[src/rtl/hex_display_driver_pkg.sv]
// Shared constants and types for the hex display driver: segment encodings and FSM states.
package hex_display_driver_pkg;

  localparam logic [6:0] SEG_BLANK = 7'h7F;

  // Active-low segment patterns, index = nibble value, bit0=a .. bit6=g
  localparam logic [15:0][6:0] SEG_LUT = {
    7'h0E, 7'h06, 7'h21, 7'h46, 7'h03, 7'h08, 7'h10, 7'h00,
    7'h78, 7'h02, 7'h12, 7'h19, 7'h30, 7'h24, 7'h79, 7'h40
  };

  typedef enum logic {
    IDLE   = 1'b0,
    UPDATE = 1'b1
  } state_e;

  function automatic logic [6:0] seg_decode(input logic [3:0] nib);
    return SEG_LUT[nib];
  endfunction

endpackage

[src/rtl/hex_display_driver_hex_to_seg.sv]
// Combinational nibble to active-low seven-segment decoder.
module hex_to_seg
  import hex_display_driver_pkg::*;
(
  input  logic [3:0] nib,
  output logic [6:0] seg
);

  assign seg = seg_decode(nib);

endmodule

[src/rtl/hex_display_driver.sv]
// Multi-digit hex display driver: digit-serial decode through one shared decoder,
// optional leading-zero suppression, and an output-side blink mask.
module hex_display_driver
  import hex_display_driver_pkg::*;
#(
  parameter int NUM_DIGITS = 6,
  parameter int BLINK_DIV  = 25000000
) (
  input  logic                    CLOCK_50,
  input  logic                    resetn,
  input  logic                    load_valid,
  output logic                    load_ready,
  input  logic [NUM_DIGITS*4-1:0] load_data,
  input  logic                    lz_en,
  input  logic                    blink_en,
  output logic                    busy,
  output logic [NUM_DIGITS*7-1:0] segs
);

  localparam int IDX_W = (NUM_DIGITS > 1) ? $clog2(NUM_DIGITS) : 1;
  localparam int CNT_W = $clog2(BLINK_DIV);

  state_e                         state_q, state_d;
  logic                           accept;
  logic [NUM_DIGITS-1:0][3:0]     data_q;
  logic [IDX_W-1:0]               idx_q;
  logic                           lz_q;
  logic                           seen_q;
  logic [NUM_DIGITS-1:0][6:0]     seg_q;
  logic [3:0]                     nib;
  logic [6:0]                     dec;
  logic [6:0]                     wr_seg;
  logic                           suppress;
  logic                           last;
  logic [CNT_W-1:0]               cnt_q;
  logic                           off_q;

  assign nib      = data_q[idx_q];
  assign last     = (idx_q == '0);
  // Digit 0 is never suppressed so an all-zero value still shows "0"
  assign suppress = lz_q && !seen_q && (nib == 4'h0) && !last;
  assign wr_seg   = suppress ? SEG_BLANK : dec;

  hex_to_seg u_dec (
    .nib (nib),
    .seg (dec)
  );

  always_comb begin
    state_d = state_q;
    accept  = 1'b0;
    case (state_q)
      IDLE: begin
        if (load_valid) begin
          accept  = 1'b1;
          state_d = UPDATE;
        end
      end
      UPDATE: begin
        if (last) state_d = IDLE;
      end
      default: state_d = IDLE;
    endcase
  end

  assign load_ready = (state_q == IDLE);
  assign busy       = (state_q == UPDATE);

  always_ff @(posedge CLOCK_50 or negedge resetn) begin
    if (!resetn) begin
      state_q <= IDLE;
      data_q  <= '0;
      idx_q   <= '0;
      lz_q    <= 1'b0;
      seen_q  <= 1'b0;
    end else begin
      state_q <= state_d;
      if (accept) begin
        data_q <= load_data;
        lz_q   <= lz_en;
        idx_q  <= IDX_W'(NUM_DIGITS - 1);
        seen_q <= 1'b0;
      end else if (busy) begin
        idx_q <= idx_q - 1'b1;
        if (!suppress && nib != 4'h0) seen_q <= 1'b1;
      end
    end
  end

  // Per-digit segment registers; only the digit under idx is rewritten each UPDATE cycle
  for (genvar d = 0; d < NUM_DIGITS; d++) begin : g_digit
    always_ff @(posedge CLOCK_50 or negedge resetn) begin
      if (!resetn)                            seg_q[d] <= SEG_BLANK;
      else if (busy && idx_q == IDX_W'(d))    seg_q[d] <= wr_seg;
    end
  end

  always_ff @(posedge CLOCK_50 or negedge resetn) begin
    if (!resetn) begin
      cnt_q <= '0;
      off_q <= 1'b0;
    end else if (!blink_en) begin
      cnt_q <= '0;
      off_q <= 1'b0;
    end else if (cnt_q == CNT_W'(BLINK_DIV - 1)) begin
      cnt_q <= '0;
      off_q <= ~off_q;
    end else begin
      cnt_q <= cnt_q + 1'b1;
    end
  end

  // Blink masks only the output; stored digits and any UPDATE are unaffected
  assign segs = off_q ? '1 : seg_q;

endmodule

[config.mk]
export PLATFORM = sky130hd
export DESIGN_NAME = hex_display_driver
export DESIGN_NICKNAME = d
export VERILOG_FILES = /design/src/rtl/hex_display_driver_pkg.sv /design/src/rtl/hex_display_driver_hex_to_seg.sv /design/src/rtl/hex_display_driver.sv
export SDC_FILE = /design/constraint.sdc
export NUM_CORES = 1
export LEC_CHECK = 0
export BUFFER_PORTS_ARGS = -buffer_cell sky130_fd_sc_hd__buf_2
export CORE_ASPECT_RATIO = 0.8
export CORE_MARGIN = 1.5
export CORE_UTILIZATION = 50
export DETAILED_ROUTE_END_ITERATION = 10
export GPL_TIMING_DRIVEN = 0
export PLACE_DENSITY = 0.82
export SYNTH_ARGS = -nofsm -noshare
export SYNTH_HDL_FRONTEND = slang
export SYNTH_SLANG_ARGS = --single-unit
export TNS_END_PERCENT = 10
[constraint.sdc]
create_clock -name CLOCK_50 -period 3.2 [get_ports CLOCK_50]
set_input_delay 0.48 -clock CLOCK_50 [delete_from_list [all_inputs] [get_ports CLOCK_50]]
set_output_delay 0.48 -clock CLOCK_50 [all_outputs]
set_load 0.005 [all_outputs]
==> impl_metrics.yaml <==
detailed_routing:
  first_pass_iters: 4
  wl_per_cell_um: 15.1
  drt_iter0_drc: 199
  drc_errors: 0
  via_count: 3836
  wl_um: 10900
  viasPerCell: 5.33
  ant_nets: 0
clock_network:
  clkTransAtPathRegs_ps: 70
  clk_latency_ps: 340
  cts_made_buffers: 9
  cts.sinks: 98
  clk_path_buf_depth: 2
  cts-root-buf: "clkbuf_16"
  cts_tree: "done"
  htreeDepth: 3
yosys:
  synth_area_um2: 5060
  synth_edf_count: 0
  synthFlopType: "dfrtp_1"
  syn_inst: 495
  synth_common_cells: "dfrtp_1, nand2_1, nor2_1, or2_2, dfstp_2"
  yosys.area_share.simple: 0.207
  ys_warn_count: 0
  synth_nets: 536
  post-synth-top-area-fraction: 0.277
  synth_top_family_by_area: "simple AND/OR/NAND/NOR gates"
  synth_xor_area_frac: 0.0433
  synth_fa_ha_area_frac: 0.0297
  synth_largest_area_cell: "dfrtp_1"
  avgSynthCellArea_um2: 10.2
  yosysMostFrequentCell: "dfrtp_1"
  ys_seq_area_frac: 0.495
  async_flop_share: 1.00
  synth_mux_area_frac: 0.108
  synth_compound_area_frac: 0.0895
  ys_types: 49
  synth_seq_cells: 98
  synthTopCellsByArea: "dfrtp_1, dfstp_2, mux2_2"
layout:
  final_nets: 620
  nFillCells: 818
  drive_gt1_frac: 0.385
  syn_to_final_growth_pct: 17.3
  antenna_cells: 0
die:
  core-area_um2: 9730
  die_w_um: 116
  dieArea_um2: 10700
  start_util: 0.520
  pin_count: 73
  die_h_um: 93
  num_rows: 32
global_route:
  antenna_found_initial: 0
  grt_pass1_vias: 3714
  grt_overflow: 0
  grt_max_degree: 66
  grt_pass1_wl_um: 18200
  grt_use_total: 0.217
place:
  hpwl_um: 8130
  portBuffers: 72
  pre_cts_ws_ps: -186
  gp_congestion: 0.856
timing:
  hold_viol: 0
  fin_crit_sh: 0.921
  setup_violations: 0
  maxSlewViolCount: 0
  fin_crit_ps: 2950
  max_clock_freq_ghz: 0.339
  fin_tns_setup_ps: 0
  clock_skew_ps: 8.62
  rsz0062_at_grt: "false"
  worst_slack_ps: 252
  worstMarginPinSlew_ps: 1040
  slew_headroom: 0.309
pwr:
  p_leak_uw: 0.00270
  vdd_drop_max_mv: 0.375
  pwr_density_cell_nw_per_um2: 1040
  power_uw: 6190
critical_path:
  cp-start-kind: "flip-flop"
  required_ps: 3460
  cp-end-kind: "flip-flop"
  arrival_ps: 3210
  max_stage_delay_ps: 540
  r2r_slack_ps: 250
  cpMostUsedCell: "a32oi_1"
  path_class: "flip-flop to flip-flop"
  crit_fanout: 10
  worstPathCellList: "clkbuf_4 > mux4_2 > nand2_1 > and2_1 > inv_1 > ha_1 > nor2b_1 > a32oi_1 > a32oi_1 > a31o_2 > a31oi_1"
  worst_path_max_delay_cell: "mux4_2"
job:
  drv_cap: 0
worst_hold_path:
  hold_class: "primary input to async pin"
status:
  outcome: "finished, final reports clean"
per-layer routing:
layer	vias up	GRT usage	wire length (µm)
li1	1870	-	-
met1	1865	0.304	5140
met2	93	0.351	5140
met3	8	0.0434	484
met4	0	0.0514	93
met5	-	0	0
flip-flops by register name, summed over array words and instances (netlist names):
signal	count
cnt_q	25
data_q	24
seen_q	1
busy	1
seg_q	42
idx_q	3
off_q	1
lz_q	1
cells by family (layout without fill, tap and decap cells):
| kind of cell | count (synthesis) | count (layout) |
|---|---|---|
| fa+ha+maj | 12 | 12 |
| compound gates | 72 | 72 |
| buf+inv | 34 | 123 |
| xor+xnor | 25 | 25 |
| mux | 45 | 45 |
| simple gates | 209 | 209 |
| flops | 98 | 98 |
report_power, final:
group	internal, µW	total, µW	leakage [µW]	switching [µW]
registers	1810	2080	0.00115	265
logic	1330	3000	0.00140	1670
clock network	620	1110	0.000154	488
per-stage QoR:
stage	hold slack, ps	area, µm²	std cells	utilization
4_1_cts	98.3	5940	721	0.610
3_5_place_dp	453	5620	704	0.578
6_report	84.0	5940	720	0.610
2_1_floorplan	184	5060	495	-
3_3_place_gp	440	5590	703	0.575
5_1_grt	110	5940	720	0.610
area by class of cell:
class	count	area [µm²]	share of cell area
clock buffer	9	225	0.0379
timing repair buffer	74	398	0.0670
clock inverter	7	81.3	0.0137
inverter	14	52.6	0.00885
buffer	19	87.6	0.0147
multi-input combinational	363	2420	0.407
sequential	98	2510	0.422
tap	136	170	0.0287
worst paths after layout:
check / startpoint / endpoint / depth (start not counted)
min in group CLOCK_50: load_data[12] / data_q[12]$_DFFE_PN0P_ / 2
min reg2reg: cnt_q[0]$_DFF_PN0_ / cnt_q[0]$_DFF_PN0_ / 1
max in group asynchronous: resetn / seg_q[31]$_DFFE_PN1P_ / 2
max: idx_q[0]$_DFFE_PN0P_ / seg_q[25]$_DFFE_PN1P_ / 11
min: resetn / data_q[20]$_DFFE_PN0P_ / 1
max reg2reg: idx_q[0]$_DFFE_PN0P_ / seg_q[25]$_DFFE_PN1P_ / 11
critical path: cells and delay by family (launching register included):
family	cells	cell delay, ps
flip-flops	1	470
buffers and inverters	2	380
multiplexers	1	540
AND/OR/NAND/NOR	3	460
adder cells (fa/ha/maj)	1	200
AO/OA/AOI/OAI	4	820
repair_timing:
action,4_1_cts,5_1_grt
pin swaps,1,0
hold endpoints to repair,0,0
hold buffers,0,0
buffers inserted,1,0
endpoints found under the setup margin,27,18
resized for setup,0,3
cell usage in the layout, fill, tap and decap left out, types with 2 or more instances in the layout:
| cell | synthesis | final |
|---|---|---|
| nand2_1 | 55 | 55 |
| clkbuf_16 | 0 | 9 |
| a21boi_0 | 2 | 2 |
| nor4_1 | 5 | 5 |
| a32oi_1 | 2 | 2 |
| a21oi_1 | 3 | 3 |
| dfrtp_1 | 56 | 55 |
| a222oi_1 | 2 | 2 |
| buf_4 | 1 | 3 |
| nand3_1 | 14 | 14 |
| and4_1 | 4 | 4 |
| dfstp_2 | 42 | 42 |
| o22ai_1 | 2 | 2 |
| o21ai_0 | 29 | 29 |
| xor2_1 | 9 | 9 |
| buf_2 | 1 | 71 |
| buf_1 | 3 | 2 |
| nand4_1 | 5 | 5 |
| and3_1 | 5 | 5 |
| and2_1 | 9 | 9 |
| ha_1 | 12 | 12 |
| nor2_1 | 44 | 44 |
| mux2i_1 | 7 | 7 |
| a31oi_1 | 11 | 11 |
| nand2b_1 | 3 | 3 |
| inv_8 | 0 | 2 |
| clkbuf_1 | 14 | 13 |
| xnor2_1 | 16 | 16 |
| nor2b_1 | 7 | 7 |
| inv_1 | 14 | 14 |
| a22oi_2 | 3 | 3 |
| mux4_2 | 3 | 3 |
| o21ai_1 | 9 | 9 |
| mux2_2 | 33 | 33 |
| a22oi_1 | 2 | 2 |
| or2_2 | 44 | 44 |
| nor3_1 | 10 | 10 |
(Power assumes the default switching activity.)
